==> src/rtl/forwarding_scoreboard_if.sv <==
// Pipeline-side bundle for forwarding_scoreboard: EX insertion, late load data,
// per-source bypass results and the register-file write port.
interface forwarding_scoreboard_if #(
  parameter int XLEN    = 32,
  parameter int RADDR_W = 5,
  parameter int NUM_SRC = 2,
  parameter int DEPTH   = 3
);
  localparam int SEL_W = $clog2(DEPTH + 1);

  logic                       hold;
  logic                       flush;
  logic                       ex_valid;
  logic                       ex_reg_write;
  logic [RADDR_W-1:0]         ex_rd_addr;
  logic [XLEN-1:0]            ex_result;
  logic                       ex_result_ready;
  logic                       late_valid;
  logic [XLEN-1:0]            late_data;
  logic [NUM_SRC*RADDR_W-1:0] src_addr;
  logic [NUM_SRC*SEL_W-1:0]   fwd_sel;
  logic [NUM_SRC*XLEN-1:0]    fwd_data;
  logic                       stall;
  logic                       late_wait;
  logic                       wb_en;
  logic [RADDR_W-1:0]         wb_addr;
  logic [XLEN-1:0]            wb_data;

  modport master (
    output hold, flush, ex_valid, ex_reg_write, ex_rd_addr, ex_result, ex_result_ready,
           late_valid, late_data, src_addr,
    input  fwd_sel, fwd_data, stall, late_wait, wb_en, wb_addr, wb_data
  );
  modport slave (
    input  hold, flush, ex_valid, ex_reg_write, ex_rd_addr, ex_result, ex_result_ready,
           late_valid, late_data, src_addr,
    output fwd_sel, fwd_data, stall, late_wait, wb_en, wb_addr, wb_data
  );
endinterface

==> src/rtl/forwarding_scoreboard.sv <==
// Shadow pipeline of in-flight register writes behind EX with youngest-first bypass
// resolution, load-use stall and retire write port. Optional stats: FWD_SCOREBOARD_STATS_EN.
module fwd_resolve #(
  parameter int XLEN    = 32,
  parameter int RADDR_W = 5,
  parameter int DEPTH   = 3,
  parameter int SEL_W   = 2
) (
  input  logic [RADDR_W-1:0]            src,
  input  logic [DEPTH-1:0]              vld,
  input  logic [DEPTH-1:0]              rdy,
  input  logic [DEPTH-1:0][RADDR_W-1:0] rd,
  input  logic [DEPTH-1:0][XLEN-1:0]    data,
  output logic [SEL_W-1:0]              sel,
  output logic [XLEN-1:0]               dat,
  output logic                          stl
);
  logic hit;

  // First match wins, so a younger not-ready write masks any older ready one.
  always_comb begin
    sel = '0;
    dat = '0;
    stl = 1'b0;
    hit = 1'b0;
    for (int i = 0; i < DEPTH; i++) begin
      if (!hit && vld[i] && rd[i] == src && src != '0) begin
        hit = 1'b1;
        if (rdy[i]) begin
          sel = SEL_W'(i + 1);
          dat = data[i];
        end else begin
          stl = 1'b1;
        end
      end
    end
  end
endmodule

module forwarding_scoreboard #(
  parameter int XLEN       = 32,
  parameter int RADDR_W    = 5,
  parameter int NUM_SRC    = 2,
  parameter int DEPTH      = 3,
  parameter int LATE_STAGE = 0
) (
  input logic clk,
  input logic rst,
  forwarding_scoreboard_if.slave bus
`ifdef FWD_SCOREBOARD_STATS_EN
  ,
  output logic [31:0] stat_fwd_cnt,
  output logic [31:0] stat_stall_cnt
`endif
);
  localparam int SEL_W = $clog2(DEPTH + 1);

  logic [DEPTH-1:0]              e_vld, e_rdy;
  logic [DEPTH-1:0][RADDR_W-1:0] e_rd;
  logic [DEPTH-1:0][XLEN-1:0]    e_data;

  logic [NUM_SRC-1:0][SEL_W-1:0] sel_v;
  logic [NUM_SRC-1:0][XLEN-1:0]  dat_v;
  logic [NUM_SRC-1:0]            src_stall;
  logic                          cap, adv, ins_vld;

  for (genvar s = 0; s < NUM_SRC; s++) begin : g_src
    fwd_resolve #(.XLEN(XLEN), .RADDR_W(RADDR_W), .DEPTH(DEPTH), .SEL_W(SEL_W)) u_res (
      .src (bus.src_addr[s*RADDR_W +: RADDR_W]),
      .vld (e_vld),
      .rdy (e_rdy),
      .rd  (e_rd),
      .data(e_data),
      .sel (sel_v[s]),
      .dat (dat_v[s]),
      .stl (src_stall[s])
    );
  end

  assign bus.fwd_sel   = sel_v;
  assign bus.fwd_data  = dat_v;
  assign bus.stall     = |src_stall;
  assign cap           = e_vld[LATE_STAGE] && !e_rdy[LATE_STAGE] && bus.late_valid;
  assign bus.late_wait = e_vld[LATE_STAGE] && !e_rdy[LATE_STAGE] && !bus.late_valid;
  assign adv           = !bus.hold && !bus.late_wait;
  assign ins_vld       = bus.ex_valid && bus.ex_reg_write && bus.ex_rd_addr != '0 &&
                         !bus.flush && !bus.stall;

  // Retire port is gated in the reset cycle so nothing squashed reaches the regfile.
  assign bus.wb_en   = e_vld[DEPTH-1] && !bus.hold && !rst;
  assign bus.wb_addr = e_rd[DEPTH-1];
  assign bus.wb_data = e_data[DEPTH-1];

  always_ff @(posedge clk) begin
    if (rst) begin
      e_vld  <= '0;
      e_rdy  <= '0;
      e_rd   <= '0;
      e_data <= '0;
    end else if (adv) begin
      e_vld  <= {e_vld[DEPTH-2:0], ins_vld};
      e_rdy  <= {e_rdy[DEPTH-2:0], bus.ex_result_ready};
      e_rd   <= {e_rd[DEPTH-2:0], bus.ex_rd_addr};
      e_data <= {e_data[DEPTH-2:0], bus.ex_result};
      // Captured load data rides along with the shift.
      if (cap) begin
        e_rdy[LATE_STAGE+1]  <= 1'b1;
        e_data[LATE_STAGE+1] <= bus.late_data;
      end
    end else if (cap) begin
      e_rdy[LATE_STAGE]  <= 1'b1;
      e_data[LATE_STAGE] <= bus.late_data;
    end
  end

  always_ff @(posedge clk)
    if (!rst && e_vld[DEPTH-1]) assert (e_rdy[DEPTH-1]);

`ifdef FWD_SCOREBOARD_STATS_EN
  always_ff @(posedge clk) begin
    if (rst) begin
      stat_fwd_cnt   <= '0;
      stat_stall_cnt <= '0;
    end else if (!bus.hold) begin
      if (|sel_v && stat_fwd_cnt != '1)      stat_fwd_cnt   <= stat_fwd_cnt + 32'd1;
      if (bus.stall && stat_stall_cnt != '1) stat_stall_cnt <= stat_stall_cnt + 32'd1;
    end
  end
`endif
endmodule

==> src/flat_wrapper.sv <==
// flat-port wrapper written by rule: the top's interface ports become plain ports
module forwarding_scoreboard_flat 
#(
  parameter int XLEN       = 32,
  parameter int RADDR_W    = 5,
  parameter int NUM_SRC    = 2,
  parameter int DEPTH      = 3,
  parameter int LATE_STAGE = 0
)
  (clk, rst, bus_hold, bus_flush, bus_ex_valid, bus_ex_reg_write, bus_ex_rd_addr, bus_ex_result, bus_ex_result_ready, bus_late_valid, bus_late_data, bus_src_addr, bus_fwd_sel, bus_fwd_data, bus_stall, bus_late_wait, bus_wb_en, bus_wb_addr, bus_wb_data);
  forwarding_scoreboard_if #(.XLEN(XLEN), .RADDR_W(RADDR_W), .NUM_SRC(NUM_SRC), .DEPTH(DEPTH)) bus_i ();
  input logic clk;
  input logic rst;
  input wire logic [$bits(bus_i.hold)-1:0] bus_hold;
  input wire logic [$bits(bus_i.flush)-1:0] bus_flush;
  input wire logic [$bits(bus_i.ex_valid)-1:0] bus_ex_valid;
  input wire logic [$bits(bus_i.ex_reg_write)-1:0] bus_ex_reg_write;
  input wire logic [$bits(bus_i.ex_rd_addr)-1:0] bus_ex_rd_addr;
  input wire logic [$bits(bus_i.ex_result)-1:0] bus_ex_result;
  input wire logic [$bits(bus_i.ex_result_ready)-1:0] bus_ex_result_ready;
  input wire logic [$bits(bus_i.late_valid)-1:0] bus_late_valid;
  input wire logic [$bits(bus_i.late_data)-1:0] bus_late_data;
  input wire logic [$bits(bus_i.src_addr)-1:0] bus_src_addr;
  output wire logic [$bits(bus_i.fwd_sel)-1:0] bus_fwd_sel;
  output wire logic [$bits(bus_i.fwd_data)-1:0] bus_fwd_data;
  output wire logic [$bits(bus_i.stall)-1:0] bus_stall;
  output wire logic [$bits(bus_i.late_wait)-1:0] bus_late_wait;
  output wire logic [$bits(bus_i.wb_en)-1:0] bus_wb_en;
  output wire logic [$bits(bus_i.wb_addr)-1:0] bus_wb_addr;
  output wire logic [$bits(bus_i.wb_data)-1:0] bus_wb_data;
  assign bus_i.hold = bus_hold;
  assign bus_i.flush = bus_flush;
  assign bus_i.ex_valid = bus_ex_valid;
  assign bus_i.ex_reg_write = bus_ex_reg_write;
  assign bus_i.ex_rd_addr = bus_ex_rd_addr;
  assign bus_i.ex_result = bus_ex_result;
  assign bus_i.ex_result_ready = bus_ex_result_ready;
  assign bus_i.late_valid = bus_late_valid;
  assign bus_i.late_data = bus_late_data;
  assign bus_i.src_addr = bus_src_addr;
  assign bus_fwd_sel = bus_i.fwd_sel;
  assign bus_fwd_data = bus_i.fwd_data;
  assign bus_stall = bus_i.stall;
  assign bus_late_wait = bus_i.late_wait;
  assign bus_wb_en = bus_i.wb_en;
  assign bus_wb_addr = bus_i.wb_addr;
  assign bus_wb_data = bus_i.wb_data;
  forwarding_scoreboard #(.XLEN(XLEN), .RADDR_W(RADDR_W), .NUM_SRC(NUM_SRC), .DEPTH(DEPTH), .LATE_STAGE(LATE_STAGE)) u_core (.clk(clk), .rst(rst), .bus(bus_i));
endmodule
==> config.mk <==
export PLATFORM = sky130hd
export DESIGN_NAME = forwarding_scoreboard_flat
export DESIGN_NICKNAME = d
export VERILOG_FILES = /design/src/rtl/forwarding_scoreboard_if.sv /design/src/rtl/forwarding_scoreboard.sv /design/src/flat_wrapper.sv
export SDC_FILE = /design/constraint.sdc
export NUM_CORES = 1
export LEC_CHECK = 0
export ABC_AREA = 1
export BUFFER_PORTS_ARGS = -buffer_cell sky130_fd_sc_hd__clkbuf_2
export CAP_MARGIN = 20
export CORE_ASPECT_RATIO = 2
export CORE_MARGIN = 3
export CORE_UTILIZATION = 52
export DETAILED_ROUTE_END_ITERATION = 10
export PLACE_DENSITY = 0.85
export SLEW_MARGIN = 20
export SYNTH_ARGS = -nofsm -noshare
export SYNTH_HDL_FRONTEND = slang
export SYNTH_SLANG_ARGS = --single-unit
==> constraint.sdc <==
create_clock -name clk -period 1.6 [get_ports clk]
set_input_delay 0.16 -clock clk [delete_from_list [all_inputs] [get_ports clk]]
set_output_delay 0.16 -clock clk [all_outputs]
set_load 0.02 [all_outputs]
-- Word-level counts from Yosys, hierarchy flattened
Cells that the tools add are included.
- bits in latches: 0
- register bits: 117
- bits of input ports: 87
- memory bits (read-only): 0
- memories: 0
- memory bits (writable): 0
- logic and storage cells: 97
- multiply operators: 0
- eq/ne operators: 6
- order comparisons: 0
- divide/modulo/power cells: 0
- add/subtract/negate cells: 0
- reductions and logical operators: 41
- shift operators: 0
- bitwise operators: 0
- muxes and demuxes: 41
- operators by type and width (kind ; number):
    $mux W32 ; 13
    $eq A5 B5 Y1 ; 6
    $logic_and A1 B1 Y1 ; 26
    $mux W1 ; 20
    $mux W2 ; 8
    $reduce_bool A5 Y1 ; 3
    $logic_not A1 Y1 ; 11
    $reduce_or A2 Y1 ; 1

-- Depth between registers and ports, before layout
- depth after elaboration: 17
- mapped depth: 12

-- By module
A second synthesis with hierarchy kept.
- cell total of the unflattened synthesis: 1282
- area total of the unflattened synthesis: 7925.1 um^2
- modules (own cells, without submodules) (module ; seq. area each (um^2) ; instances ; cells an instance ; area each (um^2)):
    forwarding_scoreboard ; 2342.2 ; 1 ; 662 ; 4769.6
    fwd_resolve ; 0.0 ; 2 ; 310 ; 1577.8

-- Worst setup path after synthesis
Ideal clock, no wire load.
- kind: flip-flop to output port
- start point: register u_core.e_rd[4] in the netlist's numbering
- end point: output port bus_fwd_data[48]
- required time: 1.440 ns
- stages on the path, launching flop included: 10
- arrival time: 1.455 ns
- slack: -0.015 ns
- path through: dfxtp_1 -> inv_2 -> nand2_1 -> nand2_1 -> nand2_1 -> nor2_1 -> nand2_2 -> nand3_2 -> buf_2 -> o211ai_1
- cells in the longest elaborated chain, start to end: 14
- ends and longest elaborated chain (element ; line ; RTL):
    from (decl) ; forwarding_scoreboard.sv:59 ; logic [DEPTH-1:0][RADDR_W-1:0] e_rd;
    from (signal assigned) ; forwarding_scoreboard.sv:103 ; e_rd <= {e_rd[DEPTH-2:0], bus.ex_rd_addr};
    $eq A5 B5 Y1 (*) ; forwarding_scoreboard.sv:27 ; if (!hit && vld[i] && rd[i] == src && src != '0) begin
    $logic_and A1 B1 Y1 (*) (2 in series) ; forwarding_scoreboard.sv:27 ;
    $mux W1 ; forwarding_scoreboard.sv:27 ;
    $logic_not A1 Y1 ; forwarding_scoreboard.sv:27 ;
    $logic_and A1 B1 Y1 (3 in series) ; forwarding_scoreboard.sv:27 ;
    $mux W1 ; forwarding_scoreboard.sv:27 ;
    $logic_not A1 Y1 ; forwarding_scoreboard.sv:27 ;
    $logic_and A1 B1 Y1 (3 in series) ; forwarding_scoreboard.sv:27 ;
    $mux W32 (*) ; forwarding_scoreboard.sv:27 ;
    to (decl) ; flat_wrapper.sv:25 ; output wire logic [$bits(bus_i.fwd_data)-1:0] bus_fwd_data;
Mark *: on every way between the ends. The rest lies on a longest branch, timed or not.

-- Worst setup path in the final report
- start point: register u_core.e_rd[7] in the netlist's numbering
- end point: output port bus_fwd_data[54]
- cells in the longest elaborated chain, start to end: 9
- ends and longest elaborated chain (element ; line):
    $eq A5 B5 Y1 (*) ; forwarding_scoreboard.sv:27
    $logic_and A1 B1 Y1 (*) (2 in series) ; forwarding_scoreboard.sv:27
    $mux W1 ; forwarding_scoreboard.sv:27
    $logic_not A1 Y1 ; forwarding_scoreboard.sv:27
    $logic_and A1 B1 Y1 (3 in series) ; forwarding_scoreboard.sv:27
    $mux W32 (*) ; forwarding_scoreboard.sv:27
Marked as above.

==> results.cfg <==
[synthesis]
synth_edf_count = 0
ys_ff_latch = 117
ys_seq_area_frac = 0.362
synthCells = 893
synth_most_common_cell = nand2_1
yosysWarnings = 0
ys_top_cells_by_count = nand2_1, o21ai_0, dfxtp_1
synth_top_flop_cell = dfxtp_1
yosys.area.top_type = dfxtp_1
synth_top_area_frac = 0.362
syn_area_per_cell_um2 = 7.25
ys_types = 34
synth.area.top_cells = dfxtp_1, o21ai_0, a32oi_1
synth-async-reset-ratio = 0
syn_area_um2 = 6470
synthesis.nets = 980

[sta]
slew_violations = 0
rsz0062_at_grt = true
fmax_ghz = 0.405
fin_skew_ns = 0.0108
final-hold-violation-count = 0
worst_hold_slack_ns = 0.0124
finalSetupViolations = 123
fin_setup_tns_ns = -56.27
slew_headroom = 0.625
setup_slack_ns = -0.870
worst_pin_slew_ns = 0.562
min_period_ns = 2.47
period_share = 1.54

[global_routing]
grt_pass1_vias = 7684
grt_max_degree = 69
grt.total_usage = 0.345
grt_pass1_wl_um = 37800
overflow = 0
grt_antenna_before_repair = 0

[power]
irDropWorstVdd_mv = 0.801
power_frac_comb = 0.158
seq_power_share = 0.371
p_leak_nw = 4.66
report.power.total_mw = 9.09
p_per_area_nw_per_um2 = 894
p_int_mw = 6.60
clkPwrFrac = 0.471
switchingPower_mw = 2.48
switching_share = 0.273

[drt]
route.antenna.remaining_nets = 0
drcViolationCount = 0
first_iter_violations = 1155
via_count = 8358
first_pass_iters = 6
wl_per_cell_um = 22.9
viasPerCell = 6.60
finalWirelength_um = 29000

[critical_path]
cpMaxStageDelayCell = dfxtp_2
endpoint_kind = output port
r2r_start = u_core.e_rd[7]
cp_num_buf_inv = 3
cpPeakStageDelay_ns = 0.36
critical-path-top-delay-family = simple AND/OR/NAND/NOR gates
r2r_slack_ns = -0.35
cp-start-kind = flip-flop
cp-startpoint = u_core.e_rd[7]
crit_required_ns = 1.44
cp_cell_sequence = inv_2, nand2_1, nand2_1, nor2_1, nand2_2, nor2_4, nand2_4, nor2_8, clkbuf_16, a32oi_1, o21ai_1, buf_4
crit_fanout = 7
reg2reg_depth = 15
cp.arrival_ns = 2.31
worstReg2RegEnd = u_core.e_vld[0]
crit_path_frequent_cell = nand2_1
crit_path_end = bus_fwd_data[54]
crit_type = flip-flop to output port
cp.depth = 12

[place]
placed_area_um2 = 7750
port_buffers = 194
dp_cells = 1193
hpwl_um = 15400
place_ws_ns = -0.371
place_congestion = 1.03

[clock_tree]
cts_root_buf = clkbuf_16
clock_latency_ns = 0.42
cts_buffer_depth = 2
h-tree-depth = 4
cts_tree = built
cts_buffers = 17
clkTransAtPathRegs_ns = 0.06
clkSinkCount = 117

[min_path]
hp-start = bus_ex_result[29]
hold_path_class = input port to flip-flop

[finish]
finish.instance_area_um2 = 10200
fin_nets = 1196
layout-drive-gt1-share = 0.461
area_growth_pct = 56.9
fin_util = 0.833
instances_no_fill = 1267
diodes = 0

[floorplanning]
die_area_um2 = 13900
die_w_um = 84.9
die_h_um = 164
start_util = 0.531
design.core.area_um2 = 12200
fp-row-count = 57
io_pins = 195

[run]
drv_cap = 0

[outcome]
violations = negative setup slack
status = finished with violations
==> tightest hold or removal path, delay by kind of cell <==
family | cells | cell delay, ns
compound gates | 2 | 0.16
buf+inv | 1 | 0.07
==> routing by layer <==
metal / wire (um) / GRT usage
met1: 9200 / 0.354
met2: 14700 / 0.617
met3: 2670 / 0.0582
met4: 2360 / 0.255
met5: 0 / 0
==> registers in the layout, indices dropped and copies added, names as in the netlist <==
register            flops
u_core.bus.wb_addr      5
u_core.bus.wb_data     32
u_core.e_data          64
u_core.e_rd            10
u_core.e_rdy            3
u_core.e_vld            3
==> worst min path at each step <==
stage / to / cells after the start
2_1_floorplan: u_core.e_vld[0] / 1
3_3_place_gp: u_core.e_vld[0] / 2
3_5_place_dp: u_core.e_vld[0] / 2
4_1_cts: u_core.e_data[29] / 3
5_1_grt: u_core.e_data[29] / 3
6_report: u_core.e_data[29] / 3
==> area by class of cell <==
class                      count  area (um2)
timing repair buffer         302        2760
sequential                   117        2370
clock buffer                  22         484
multi-input combinational    629        4020
tap                          147         184
clock inverter                 8         171
inverter                      42         165
fill                         623        2040
==> layout by cell type, fill, tap and decap left out, types with 24 or more instances in the layout <==
cell / instances
inv_2: 28
buf_12: 28
o21ai_2: 35
dfxtp_1: 101
clkbuf_16: 24
o21ai_0: 66
a32oi_1: 36
o21ai_1: 79
buf_4: 92
nand2_1: 102
nor2_1: 88
nand2_2: 27
a21oi_1: 73
mux2i_1: 32
clkbuf_2: 124
==> cell families after synthesis <==
logic type / synth area share
xor+xnor: 0.00406
flops: 0.362
simple gates: 0.166
buf+inv: 0.119
mux: 0.0495
compound gates: 0.299
==> timing repair <==
item	in CTS	in global routing
resized for setup	193	219
endpoints found under the setup margin	92	113
hold endpoints to repair	1	0
buffers inserted	13	17
cloned	7	8
hold buffers	1	0
pin swaps	14	34
==> power groups by stage <==
stage	Combinational [mW]	Sequential (mW)	Clock (mW)
3_3_place_gp	1.09	3.35	0
2_1_floorplan	0.743	3.31	0
4_1_cts	1.19	3.31	4.25
5_1_grt	1.53	3.38	4.41
3_5_place_dp	1.10	3.36	0
6_report	1.44	3.37	4.28
Note: power is estimated with default switching activity, not from simulation.
